File: src/rtl/hazard_detection_unit.sv
// hazard_detection_unit: RAW/branch/memory-stall control for ID/EXE with shadow EXE/MEM slots and saturating stall counter
module hazard_detection_unit #(
  parameter int FORWARD_EN = 0,
  parameter int STALL_CNT_W = 16
) (
  input  logic                   clk,
  input  logic                   rst,
  input  logic                   id_valid,
  input  logic [3:0]             id_src1,
  input  logic [3:0]             id_src2,
  input  logic                   id_two_src,
  input  logic [3:0]             id_dest,
  input  logic                   id_wb_en,
  input  logic                   id_mem_r_en,
  input  logic                   exe_branch_taken,
  input  logic                   mem_ready,
  output logic                   hazard,
  output logic                   freeze,
  output logic                   flush,
  output logic                   pipe_stall,
  output logic [3:0]             exe_dest_q,
  output logic                   exe_wb_en_q,
  output logic                   exe_mem_r_en_q,
  output logic [3:0]             mem_dest_q,
  output logic                   mem_wb_en_q,
  output logic [STALL_CNT_W-1:0] stall_count
);
  logic exe_v, exe_wb, exe_mr, mem_v, mem_wb;
  logic [3:0] exe_dest, mem_dest;
  logic m1, m2;
  function automatic logic match(input logic [3:0] s);
    return FORWARD_EN != 0 ? (exe_v & exe_mr & exe_wb & (exe_dest == s))
                           : (exe_v & exe_wb & (exe_dest == s)) | (mem_v & mem_wb & (mem_dest == s));
  endfunction
  always_comb begin
    m1 = match(id_src1);
    m2 = match(id_src2);
    pipe_stall = !mem_ready;
    flush = exe_branch_taken & mem_ready;
    hazard = id_valid & !flush & (m1 | (id_two_src & m2));
    freeze = hazard | pipe_stall;
    exe_dest_q = exe_v ? exe_dest : 4'd0;
    exe_wb_en_q = exe_v & exe_wb;
    exe_mem_r_en_q = exe_v & exe_mr;
    mem_dest_q = mem_v ? mem_dest : 4'd0;
    mem_wb_en_q = mem_v & mem_wb;
  end
  always_ff @(posedge clk) begin
    if (rst) begin
      {exe_v, exe_dest, exe_wb, exe_mr} <= '0;
      {mem_v, mem_dest, mem_wb} <= '0;
      stall_count <= '0;
    end else begin
      if (mem_ready) begin
        {mem_v, mem_dest, mem_wb} <= {exe_v, exe_dest, exe_wb};
        {exe_v, exe_dest, exe_wb, exe_mr} <= (flush | hazard | !id_valid) ? 7'd0 : {1'b1, id_dest, id_wb_en, id_mem_r_en};
      end
      if (freeze && stall_count != '1) stall_count <= stall_count + STALL_CNT_W'(1);
    end
  end
endmodule
File: config.mk
export PLATFORM = sky130hd
export DESIGN_NAME = hazard_detection_unit
export DESIGN_NICKNAME = d
export VERILOG_FILES = /design/src/rtl/hazard_detection_unit.sv
export SDC_FILE = /design/constraint.sdc
export NUM_CORES = 1
export LEC_CHECK = 0
export BUFFER_PORTS_ARGS = -buffer_cell sky130_fd_sc_hd__buf_2
export CAP_MARGIN = 40
export CORE_ASPECT_RATIO = 1.75
export CORE_MARGIN = 2
export CORE_UTILIZATION = 50
export DETAILED_ROUTE_END_ITERATION = 8
export GPL_TIMING_DRIVEN = 0
export HOLD_SLACK_MARGIN = 0.06
export PLACE_DENSITY = 0.79
export REMOVE_ABC_BUFFERS = 1
export SETUP_SLACK_MARGIN = 0.15
export SLEW_MARGIN = 15
export SYNTH_ARGS = -nofsm -noshare
export SYNTH_HDL_FRONTEND = slang
export SYNTH_SLANG_ARGS = --single-unit
File: constraint.sdc
create_clock -name clk -period 2.4 [get_ports clk]
set_input_delay 0 -clock clk [delete_from_list [all_inputs] [get_ports clk]]
set_output_delay 0 -clock clk [all_outputs]
set_load 0.05 [all_outputs]
==> impl_metrics.ini, run 1 <==
[worst_setup_path]
required_ns = 2.55
critPathBufInv = 1
end_kind = flip-flop
path_cells = and2_4 > nand2_1 > nor4_1 > a31o_2 > o21ai_4 > a21oi_4 > buf_4 > mux2i_1 > nor2_1
cp.arrival_ns = 2.21
worst-setup-path-type = reg2reg
crit_path_max_fanout = 11
cp_slowest_cell = dfxtp_1
crit_family = compound AO/OA/AOI/OAI gates
max_stage_delay_ns = 0.46
setup.worst_path.start_class = flip-flop

[clocking]
clk_pin_slew_worst_paths_ns = 0.06
cts-buffers-inserted = 5
cts.sinks = 29
clk_path_buf_depth = 2
cts_root_buf = clkbuf_8
htree_levels = 2
clk_latency_ns = 0.28
cts_tree = yes

[synthesis]
synth_area_um2 = 1610
synth-edff-count = 0
synth-seq-area-share_pct = 36.05
synth_flop_cell = dfxtp_1
syn_area_per_cell_um2 = 9.202
ys.warnings.count = 0
synth_top_cells_by_count = 29 x dfxtp_1, 25 x nor2_1, 16 x xnor2_1
synth.top_cell.area_share_pct = 36.05
async_flop_share_pct = 0
synthDistinctLibCells = 41
synthTopCellsByArea = dfxtp_1 36%, xnor2_1 8.7%, nor2_1 5.8%
synth_cells = 175
ys_ff_latch = 29
yosysMostFrequentCell = dfxtp_1
yosys.area.top_type = dfxtp_1

[global_route]
use_met3_pct = 5.227
grt_antenna_before_repair = 0
gr-total-overflow = 0
grt_pass1_vias = 1362
top_usage_layer = met2
grt_pass1_wl_mm = 5.899
grt_max_degree = 32
met1_usage_pct = 21.68
grt_use_met2_pct = 39.59
track_usage_pct = 21.96

[pwr]
p_int_mw = 0.7409
clkPwrFrac_pct = 37.8
p_comb_share_pct = 12.5
p_sw_share_pct = 27.01
switchingPower_mw = 0.2741
power_frac_seq_pct = 49.7
p_leak_nw = 0.9119
cellPowerDensity_nw_per_um2 = 497.7
total_power_mw = 1.015
peakVddDrop_uv = 404.2

[final_layout]
num_antenna_cells = 0
num-fill-cells = 290
area_growth_pct = 26.65
utilization_pct = 65.62
nets = 253
seq_area_um2 = 580.6
finalNonFillerCells = 276
drive_above_1_share_pct = 36.48
fin_area_um2 = 2039
multi_input_area_um2 = 989.7

[routing]
viasPerCell = 5.105
dr.first_iter.drc_count = 20
antenna_left = 0
routed_wl_mm = 3.638
drc = 0
routedWlPerCell_um = 13.18
vias = 1409
first_pass_iters = 4

[timing]
fin_crit_ns = 2.056
fmax_mhz = 486.5
finalWorstSetupSlack_ns = 0.3445
slew_violations = 0
setup_violations = 0
hold_slack_ns = 0.1827
worstMarginPinSlew_ns = 0.6948
skew_ns = 0.002997
setup_tns_ns = 0
slew_headroom_pct = 53.32
hold_violations = 0
finalCritPeriodShare_pct = 85.65
rsz0062_at_grt = no

[place]
pre_cts_slack_ns = 0.1040
dp.cells = 261
post_dp_cell_area_um2 = 1878
hpwl_mm = 2.601
gp_congestion = 0.7599
io_buffers = 50

[worst_hold_path]
min_path_type = in2reg

[run_status]
status = completed

[flow_run]
max-cap-violations = 0

[floorplan]
chipWidth_um = 46.90
die_y_um = 79.08
io_pins = 51
rows = 27
start_util_pct = 51.81
die_area_um2 = 3709
coreArea_um2 = 3108
flip-flops by register name (all words and copies together) (netlist names):
| name | cells |
|---|---|
| exe_dest | 4 |
| exe_wb | 1 |
| exe_mr | 1 |
| exe_v | 1 |
| mem_dest | 4 |
| stall_count | 16 |
| mem_wb | 1 |
| mem_v | 1 |
final timing paths:
check | from | endpoint | slack [ns] | depth (start not counted)
max | exe_v | stall_count[1] | 0.34 | 9
min reg2reg | mem_wb | mem_wb | 0.49 | 2
max reg2reg | exe_v | stall_count[1] | 0.34 | 9
min | rst | mem_dest[2] | 0.18 | 2
power groups by stage:
stage	clock (mW)	combinational, mW	sequential (mW)
2_1_floorplan	0	0.0572	0.524
3_3_place_gp	0	0.115	0.515
3_5_place_dp	0	0.117	0.515
4_1_cts	0.401	0.126	0.505
5_1_grt	0.420	0.138	0.506
6_report	0.384	0.126	0.505
cell type report:
type	instances	area share, %
clock buffers	5	3.374
clock inverters	3	0.8589
inverters	3	0.5521
multi-input cells	136	48.53
flip-flops and latches	29	28.47
well taps	43	2.638
repair buffers	57	15.58
kinds of logic (layout without fill, tap and decap cells):
group / count (synthesis) / in the layout / share of synthesized area, %
flip-flops: 29 / 29 / 36.05
XOR/XNOR: 25 / 25 / 13.60
buffers and inverters: 10 / 68 / 2.952
AO/OA/AOI/OAI: 28 / 28 / 16.08
AND/OR/NAND/NOR: 73 / 73 / 24.55
multiplexers: 9 / 9 / 5.983
adder cells (fa/ha/maj): 1 / 1 / 0.7769
routing by layer:
layer	vias up	wire length, µm
li1	719	-
met1	642	1376
met2	43	2006
met3	5	177
met4	0	77
met5	-	0
layout by cell type, fill, tap and decap left out, types with 2 or more instances in the layout:
master | netlist | final
nor2_1 | 25 | 25
o21ai_4 | 1 | 2
nand3b_1 | 2 | 2
nand3_1 | 9 | 9
a22oi_1 | 6 | 6
xor2_1 | 9 | 9
and2_4 | 2 | 2
a21oi_1 | 5 | 5
nor3_1 | 3 | 3
a21bo_2 | 2 | 2
buf_2 | 2 | 50
dlygate4sd3_1 | 0 | 6
nor2b_1 | 3 | 3
and3_1 | 4 | 4
nand4_1 | 3 | 3
a31o_2 | 2 | 2
and2_1 | 6 | 6
mux2i_1 | 7 | 7
xnor2_1 | 16 | 16
clkbuf_8 | 0 | 5
dfxtp_1 | 29 | 29
and2_2 | 5 | 5
clkinv_2 | 0 | 2
a211oi_2 | 7 | 7
inv_1 | 2 | 2
nand2_1 | 5 | 5
repair_timing:
item / 4_1_cts / 5_1_grt
endpoints found under the setup margin: 2 / 2
hold buffers: 6 / 0
buffers inserted: 0 / 1
endpoints found under the hold margin: 6 / 0
resized for setup: 1 / 0
pin swaps: 1 / 1
Power figures use the tool's default switching activity.
==> run 2: changes to the inputs <==
--- a/config.mk
+++ b/config.mk
@@ -11,3 +11,3 @@
 export CORE_MARGIN = 2
-export CORE_UTILIZATION = 50
+export CORE_UTILIZATION = 45
 export DETAILED_ROUTE_END_ITERATION = 8
@@ -15,3 +15,3 @@
 export HOLD_SLACK_MARGIN = 0.06
-export PLACE_DENSITY = 0.79
+export PLACE_DENSITY = 0.75
 export REMOVE_ABC_BUFFERS = 1
==> constraint.sdc (replaced) <==
create_clock -name clk -period 1.8 [get_ports clk]
set_input_delay 0.09 -clock clk [delete_from_list [all_inputs] [get_ports clk]]
set_output_delay 0.09 -clock clk [all_outputs]
set_load 0.05 [all_outputs]
==> impl_metrics.ini, run 2 (synthesized netlist as in run 1, its figures left out) <==
[floorplan]
coreArea_um2 = 3398
die_y_um = 83.14
die_area_um2 = 4092
rows = 28
io_pins = 51
chipWidth_um = 49.22
start_util_pct = 47.39

[timing]
fmax_mhz = 518.2
hold_slack_ns = 0.2843
finalCritPeriodShare_pct = 107.2
finalWorstSetupSlack_ns = -0.1298
slew_headroom_pct = 61.22
setup_tns_ns = -0.8307
rsz0062_at_grt = yes
fin_crit_ns = 1.930
skew_ns = 0.002260
slew_violations = 0
worstMarginPinSlew_ns = 0.5817
hold_violations = 0
setup_violations = 17

[pwr]
peakVddDrop_uv = 756.2
total_power_mw = 1.448
p_leak_nw = 1.001
cellPowerDensity_nw_per_um2 = 627.9

[worst_setup_path]
cp.arrival_ns = 2.10
ff2ff_path_depth = 8
setup.worst_path.start_class = flip-flop
required_ns = 1.97
crit_path_max_fanout = 7
worst-setup-path-type = reg2reg
end_kind = flip-flop

[final_layout]
fin_area_um2 = 2306
num_antenna_cells = 0
area_growth_pct = 43.20
largest-register = stall_count
utilization_pct = 67.86
final_cell_mix = 48 x buf_2, 25 x nor2_1, 16 x dfxtp_1, 15 x xnor2_1, 14 x buf_4
drive_above_1_share_pct = 51.63
final_common_cell = buf_2
finalNonFillerCells = 291
nets = 266
largest_reg_flops = 16

[global_route]
grt_antenna_before_repair = 0
track_usage_pct = 20.89
gr-total-overflow = 0
grt_pass1_vias = 1521
grt_max_degree = 32
grt_pass1_wl_mm = 6.720

[run_status]
violations = setup timing
status = complete, but fails checks

[clocking]
clk_pin_slew_worst_paths_ns = 0.06
cts_root_buf = clkbuf_8
cts.sinks = 29
clk_path_buf_depth = 2
clk_latency_ns = 0.28
cts-buffers-inserted = 5
htree_levels = 2
cts_tree = yes

[routing]
routedWlPerCell_um = 14.48
dr.first_iter.drc_count = 40
first_pass_iters = 4
viasPerCell = 5.254
routed_wl_mm = 4.213
vias = 1529
drc = 0
antenna_left = 0

[place]
pre_cts_slack_ns = -0.5021
gp_congestion = 0.7777
dp.cells = 263
io_buffers = 50
post_dp_cell_area_um2 = 1881
hpwl_mm = 2.665

[worst_hold_path]
hold_path_depth = 2
min_path_type = in2reg

[flow_run]
max-cap-violations = 0
run 2: changes by cell type in the layout (fill, tap and decap cells not counted), moves of 2 or more:
cell,previous run,this run
nor3_1,3,1
buf_2,50,48
nor3_2,0,2
buf_4,1,14
dfxtp_1,29,16
dfxtp_2,0,5
and3_1,4,2
xor2_1,9,2
clkbuf_8,5,7
buf_6,0,2
xor2_2,0,7
dfxtp_4,0,8
run 2: path summary, 6_finish.rpt:
path	startpoint	endpoint	slack (ns)
setup / recovery	mem_dest[0]	stall_count[13]	-0.13
hold / removal	rst	exe_dest[0]	0.28
setup reg to reg	mem_dest[0]	stall_count[13]	-0.13
hold reg to reg	mem_wb	mem_wb	0.50
run 2: cell type report:
cell class | count | area (µm²)
tap | 45 | 56.30
clock buffer | 7 | 96.34
fill | 290 | 1092
multi-input combinational | 136 | 1092
clock inverter | 1 | 5.005
timing repair buffer | 70 | 427.9
inverter | 3 | 11.26
sequential | 29 | 616.8
run 2: worst max-delay path, cell delays in order, from the launching register on:
cell and delay (ns):
dfxtp_4 0.36, xor2_2 0.16, nor3_2 0.19, nand4_1 0.17, o21ai_4 0.12, o21ai_4 0.12, a21oi_4 0.24, nand4_2 0.14
mux2_4 0.31
run 2: repair_timing:
item / 4_1_cts / 5_1_grt
buffers inserted: 13 / 1
endpoints found under the hold margin: 6 / 0
hold buffers: 6 / 0
resized for setup: 26 / 18
pin swaps: 26 / 9
endpoints found under the setup margin: 25 / 25
run 2: per-layer routing:
| layer | routed length (µm) | vias to the layer above | global-route usage [%] |
|---|---|---|---|
| li1 | - | 739 | - |
| met1 | 1550 | 716 | 22.23 |
| met2 | 2396 | 63 | 37.84 |
| met3 | 174 | 11 | 4.496 |
| met4 | 91 | 0 | 9.610 |
| met5 | 0 | - | 0 |
run 2: power by group:
group / internal (mW) / switching [mW] / leakage (nW)
Combinational: 0.0792 / 0.116 / 0.704
Sequential: 0.648 / 0.0178 / 0.243
Clock: 0.345 / 0.243 / 0.0542
Total: 1.07 / 0.376 / 1.00
